File: config.mk
export PLATFORM = sky130hd
export DESIGN_NAME = fetch_queue_flat
export DESIGN_NICKNAME = d
export VERILOG_FILES = /design/src/rtl/fetch_queue_if.sv /design/src/rtl/fetch_queue.sv /design/src/flat_wrapper.sv
export SDC_FILE = /design/constraint.sdc
export NUM_CORES = 1
export LEC_CHECK = 0
export BUFFER_PORTS_ARGS = -buffer_cell sky130_fd_sc_hd__buf_2
export CORE_UTILIZATION = 57
export DETAILED_ROUTE_END_ITERATION = 12
export GPL_ROUTABILITY_DRIVEN = 0
export PLACE_DENSITY = 0.79
export SYNTH_ARGS = -nofsm -noshare
export SYNTH_HDL_FRONTEND = slang
export SYNTH_SLANG_ARGS = --single-unit
File: constraint.sdc
create_clock -name clk -period 3.2 [get_ports clk]
set_input_delay 0.16 -clock clk [delete_from_list [all_inputs] [get_ports clk]]
set_output_delay 0.16 -clock clk [all_outputs]
set_load 0.01 [all_outputs]
File: src/rtl/fetch_queue_if.sv
// fetch_queue_if: instruction-memory request/response and decode-side head signals of the fetch front end
interface fetch_queue_if #(
    parameter int PC_W  = 9,
    parameter int INS_W = 32
);
    logic             imem_req;
    logic [PC_W-1:0]  imem_addr;
    logic             imem_valid;
    logic [INS_W-1:0] imem_rdata;
    logic             id_ready;
    logic             id_valid;
    logic [PC_W-1:0]  id_pc;
    logic [INS_W-1:0] id_instr;
    modport master (
        output imem_req, imem_addr, id_valid, id_pc, id_instr,
        input  imem_valid, imem_rdata, id_ready
    );
    modport slave (
        input  imem_req, imem_addr, id_valid, id_pc, id_instr,
        output imem_valid, imem_rdata, id_ready
    );
endinterface

File: src/rtl/fetch_queue.sv
// fetch_queue: owns the fetch PC, issues one outstanding imem request at a time and buffers {pc, instr} for decode
module fetch_queue #(
    parameter int PC_W  = 9,
    parameter int INS_W = 32,
    parameter int DEPTH = 4
) (
    input  logic                       clk,
    input  logic                       reset,
    input  logic                       redirect,
    input  logic [PC_W-1:0]            redirect_pc,
    input  logic                       halt,
    fetch_queue_if.master              bus,
    output logic [$clog2(DEPTH+1)-1:0] occupancy
);
    localparam int AW = $clog2(DEPTH);
    localparam int OW = $clog2(DEPTH+1);
    typedef enum logic [1:0] {IDLE, WAIT, DROP} state_t;
    state_t state, state_n;
    logic [PC_W-1:0] fpc, addr_q;
    logic req_q, issue, push, pop, empty;
    logic [AW-1:0] wr_ptr, rd_ptr;
    logic [PC_W-1:0] pc_mem [DEPTH];
    logic [INS_W-1:0] ins_mem [DEPTH];
    assign empty = occupancy == '0;
    // Only issue with a free slot, so the single response in flight always fits.
    assign issue = state == IDLE && !halt && !redirect && occupancy < OW'(DEPTH);
    assign push = state == WAIT && bus.imem_valid && !redirect;
    assign pop = !empty && bus.id_ready;
    assign bus.imem_req = req_q;
    assign bus.imem_addr = addr_q;
    assign bus.id_valid = !empty;
    assign bus.id_pc = empty ? '0 : pc_mem[rd_ptr];
    assign bus.id_instr = empty ? '0 : ins_mem[rd_ptr];
    always_comb begin
        state_n = state;
        if (redirect)
            state_n = (state != IDLE && !bus.imem_valid) ? DROP : IDLE;
        else if (issue)
            state_n = WAIT;
        else if (state != IDLE && bus.imem_valid)
            state_n = IDLE;
    end
    always_ff @(posedge clk) begin
        if (reset)
            state <= IDLE;
        else
            state <= state_n;
    end
    always_ff @(posedge clk) begin
        if (reset) begin
            fpc       <= '0;
            addr_q    <= '0;
            req_q     <= 1'b0;
            wr_ptr    <= '0;
            rd_ptr    <= '0;
            occupancy <= '0;
        end else begin
            req_q <= issue;
            if (issue) begin
                addr_q <= fpc;
                fpc    <= fpc + PC_W'(4);
            end
            if (redirect) begin
                fpc       <= redirect_pc;
                wr_ptr    <= '0;
                rd_ptr    <= '0;
                occupancy <= '0;
            end else begin
                if (push)
                    wr_ptr <= wr_ptr + 1'b1;
                if (pop)
                    rd_ptr <= rd_ptr + 1'b1;
                occupancy <= occupancy + OW'(push) - OW'(pop);
            end
        end
    end
    // addr_q still holds the issued address while the response is awaited.
    always_ff @(posedge clk) begin
        if (push) begin
            pc_mem[wr_ptr]  <= addr_q;
            ins_mem[wr_ptr] <= bus.imem_rdata;
        end
    end
endmodule

File: src/flat_wrapper.sv
// flat-port wrapper written by rule: the top's interface ports become plain ports
module fetch_queue_flat 
#(
    parameter int PC_W  = 9,
    parameter int INS_W = 32,
    parameter int DEPTH = 4
)
  (clk, reset, redirect, redirect_pc, halt, occupancy, bus_imem_req, bus_imem_addr, bus_id_valid, bus_id_pc, bus_id_instr, bus_imem_valid, bus_imem_rdata, bus_id_ready);
  fetch_queue_if #(.PC_W(PC_W), .INS_W(INS_W)) bus_i ();
  input  logic clk;
  input  logic reset;
  input  logic redirect;
  input  logic [PC_W-1:0] redirect_pc;
  input  logic halt;
  output logic [$clog2(DEPTH+1)-1:0] occupancy;
  output wire logic [$bits(bus_i.imem_req)-1:0] bus_imem_req;
  output wire logic [$bits(bus_i.imem_addr)-1:0] bus_imem_addr;
  output wire logic [$bits(bus_i.id_valid)-1:0] bus_id_valid;
  output wire logic [$bits(bus_i.id_pc)-1:0] bus_id_pc;
  output wire logic [$bits(bus_i.id_instr)-1:0] bus_id_instr;
  input wire logic [$bits(bus_i.imem_valid)-1:0] bus_imem_valid;
  input wire logic [$bits(bus_i.imem_rdata)-1:0] bus_imem_rdata;
  input wire logic [$bits(bus_i.id_ready)-1:0] bus_id_ready;
  assign bus_imem_req = bus_i.imem_req;
  assign bus_imem_addr = bus_i.imem_addr;
  assign bus_id_valid = bus_i.id_valid;
  assign bus_id_pc = bus_i.id_pc;
  assign bus_id_instr = bus_i.id_instr;
  assign bus_i.imem_valid = bus_imem_valid;
  assign bus_i.imem_rdata = bus_imem_rdata;
  assign bus_i.id_ready = bus_id_ready;
  fetch_queue #(.PC_W(PC_W), .INS_W(INS_W), .DEPTH(DEPTH)) u_core (.clk(clk), .reset(reset), .redirect(redirect), .redirect_pc(redirect_pc), .halt(halt), .bus(bus_i), .occupancy(occupancy));
endmodule
==> impl_results.md <==
* Outcome: finished, final reports clean
* Top_reg_cell synth: edfxtp_1
* Commonest non-fill, non-tap cells in the layout: edfxtp_1 (164), buf_2 (101), mux4_2 (41), nor2b_1 (41), dlygate4sd3_1 (38)
* Cell count after synthesis at 415
* Nets@finish at 610
* Period minus WS final at 2439 ps
* Largest family of logic cells by synthesized area: multiplexers
* CTS tree: done
* Detailed placement HPWL at 7782 um
* Synth Area in Adders at 0.01430
* Initial antenna violation count at 0
* Share of flip-flops with an asynchronous set or reset at 0
* Residual DRC at 0
* Crit Path Category: reg -> out
* GRT Residual Overflow at 0
* Core area at 0.01272 mm2
* Drt initial violations at roughly 250
* N_diodes at 0
* Worst Path Max Fanout at 41
* Yosys warns at 0
* Crit-path slowest cell: dfxtp_4
* Reg2Reg Launch Point: u_core.occupancy[2]$_SDFF_PP0_
* WP data required at 3040 ps
* Final Core Density at 0.7204
* Sequential-to-total area share from yosys stat at 0.7340
* CP endpoint kind: output port
* Synth Area per Inst at 18.14 um2
* RSZ-0062 raised after global routing: false
* Maximum vdd ir drop at 335.3 uV
* Final setup violation count at 0
* Bufs on Longest Clock Path at 2
* Port Buf Inserts at 101
* Chip Height at 116.9 um
* Critical R2R Capture: u_core.occupancy[2]$_SDFF_PP0_
* Pwr Total at 4.879 mW
* Synth Register Bits at between 150 and 200
* Slew @ Worst Pin at around 820 ps
* Library cells used by synthesis at 37
* Rows at a little over 40
* R2R Setup Slk at 900 ps
* Gr busiest metal: met2
* Mux share of post-synthesis cell area at 0.1267
* # Post-CTS Setup Buffers at 0
* Syn-to-layout area delta at 21.76%
* Worst-path clk slew at about 70 ps
* Setup crit start kind: flip-flop
* Max-slew headroom at 0.4502
* Final Skew at about 14 ps
* Leak Pwr at between 3 and 4 nW
* Most common cell after layout, fill and taps aside: edfxtp_1
* Skew-Pair Late Insertion Delay at 430 ps
* Hold Fails Final Rpt at 0
* Final WL at 13750 um
* Initial Utilization at 0.5917
* Hold slack at 21.02 ps
* H-tree depth at 4
* Total iterations of the first detailed-routing run at 4
* Syn nets at 470
* Layout cells sized above 1 at 0.3245
* Root Buffer Master: clkbuf_16
* Die X at 116.9 um
* Fillers at 814
* Max Cap Violations at 0
* Largest net degree at the start of global routing at 43
* Cells along the critical path: mux4_2 -> nor2b_1 -> buf_2
* Post-cts gate resize count at 0
* DIE AREA at 0.01367 mm2
* Compound-Gate Fraction of Synth Area at 0.02926
* GR Util met2 at 0.3606
* Final period utilization at 0.7622
* Cell area after synthesis at 0.007527 mm2
* GRT Resource Usage Total at 0.2190
* Global Route met3 Usage at 0.05355
* Setup crit end: bus_id_instr[19]
* Global-route wire length before repair at 21260 um
* Hold Buf Count CTS at 38
* Simple-gate share of the synthesized area at 0.07064
* Per-cell routed wire length at 18.60 um
* XOR/XNOR Fraction of Synth Area at 0.005818
* Vias in the first global route at 4121
* Dpl ws at between 900 and 1000 ps
* Worst Hold Class: in -> reg
* Setup_tns at 0 ps
* FF-to-FF path depth at 10
* Sink Count at between 150 and 200
* Slew Limit Fails at 0
* CP max stage delay at 900 ps
* Total number of vias at 4126
* GR Layer Usage met1 at 0.2838
* EDFF count, synth at 164
* I/O pins at 102
* Achievable frequency at 410.0 MHz
* Vias/cell at 5.583
* Final WS setup at 761.0 ps
* Crit path DAT at 2280 ps
* Antenna Nets Post-Route at 0
* Pwr/cell area at 532.3 mW/mm2
* Total CTS buffers at 17
## how the worst min path moves through the flow
| stage | from | endpoint | slack [ps] | depth (start not counted) |
|---|---|---|---|---|
| 6_report | redirect_pc[2] | u_core.fpc[2]$_SDFFE_PP0P_ | 20 | 3 |
| 5_1_grt | redirect_pc[2] | u_core.fpc[2]$_SDFFE_PP0P_ | 30 | 3 |
| 4_1_cts | redirect_pc[2] | u_core.fpc[2]$_SDFFE_PP0P_ | 1 | 3 |
| 3_5_place_dp | bus_imem_valid | u_core.state[1]$_SDFFE_PP0P_ | 360 | 2 |
| 3_3_place_gp | bus_imem_valid | u_core.state[1]$_SDFFE_PP0P_ | 350 | 2 |
| 2_1_floorplan | bus_imem_valid | u_core.state[1]$_SDFFE_PP0P_ | 240 | 1 |
## metal layers
metal | up-vias | part of all wire
met1 | 2078 | 0.42
met5 | - | 0
met4 | 0 | 0.015
met2 | 132 | 0.52
li1 | 1897 | -
met3 | 19 | 0.049
## worst max-delay path, delay by kind of cell, from the launching register on
kind | cells | cell delay (ps)
DFF | 1 | 900
buffers and inverters | 1 | 170
and+or+nand+nor | 1 | 170
muxes | 1 | 600
## area by class of cell
cell class | instances | area (um2) | share of cell area
timing repair buffer | 146 | 988.4 | 0.1078
tap | 172 | 215.2 | 0.02348
multi-input combinational | 186 | 1867 | 0.2037
clock buffer | 21 | 440.4 | 0.04805
inverter | 10 | 37.54 | 0.004096
sequential | 194 | 5530 | 0.6034
clock inverter | 10 | 86.33 | 0.009420
## cell families (layout without fill, tap and decap cells)
logic type	count (synthesis)	after routing
xor+xnor	5	5
simple gates	93	93
fa+ha+maj	8	8
mux	44	44
buf+inv	35	187
flops	194	194
compound gates	36	36
## synthesized netlist by cell type, drive strengths merged (2+ instances only)
library cell | count | area, um2
nor2 | 16 | 60.06
nand2 | 4 | 15.01
nor3 | 3 | 15.01
nor2b | 41 | 256.5
mux4 | 41 | 923.4
a311oi | 4 | 35.03
or3 | 2 | 12.51
a21oi | 11 | 55.05
xor2 | 3 | 26.28
nand3 | 12 | 60.06
buf | 11 | 55.05
clkbuf | 14 | 52.55
xnor2 | 2 | 17.52
o21ai | 12 | 60.06
edfxtp | 164 | 4925
o211ai | 2 | 15.01
inv | 10 | 37.54
mux2i | 3 | 30.03
ha | 7 | 87.58
dfxtp | 30 | 600.6
and2 | 7 | 43.79
or4 | 3 | 26.27
o31ai | 2 | 15.01
## registers in the layout, indices dropped and copies added (netlist names), named ones only
signal / flops
u_core.bus.imem_addr: 9
u_core.bus.imem_req: 1
u_core.pc_mem: 36
u_core.fpc: 9
u_core.state: 2
u_core.wr_ptr: 2
u_core.rd_ptr: 2
u_core.occupancy: 3
u_core.ins_mem: 128
## stage by stage
stage	instances	instance area (um2)
global route	739	9165
global placement	670	8258
floorplan	415	7527
detailed placement	670	8258
finish	739	9165
CTS	739	9165
## report_power, final
part	leakage [nW]	internal (mW)	switching (mW)
Combinational	1.22	0.0965	0.0968
Sequential	1.75	2.75	0.0218
Clock	0.252	1.06	0.849
No activity file was read; power rests on OpenSTA's default activity.
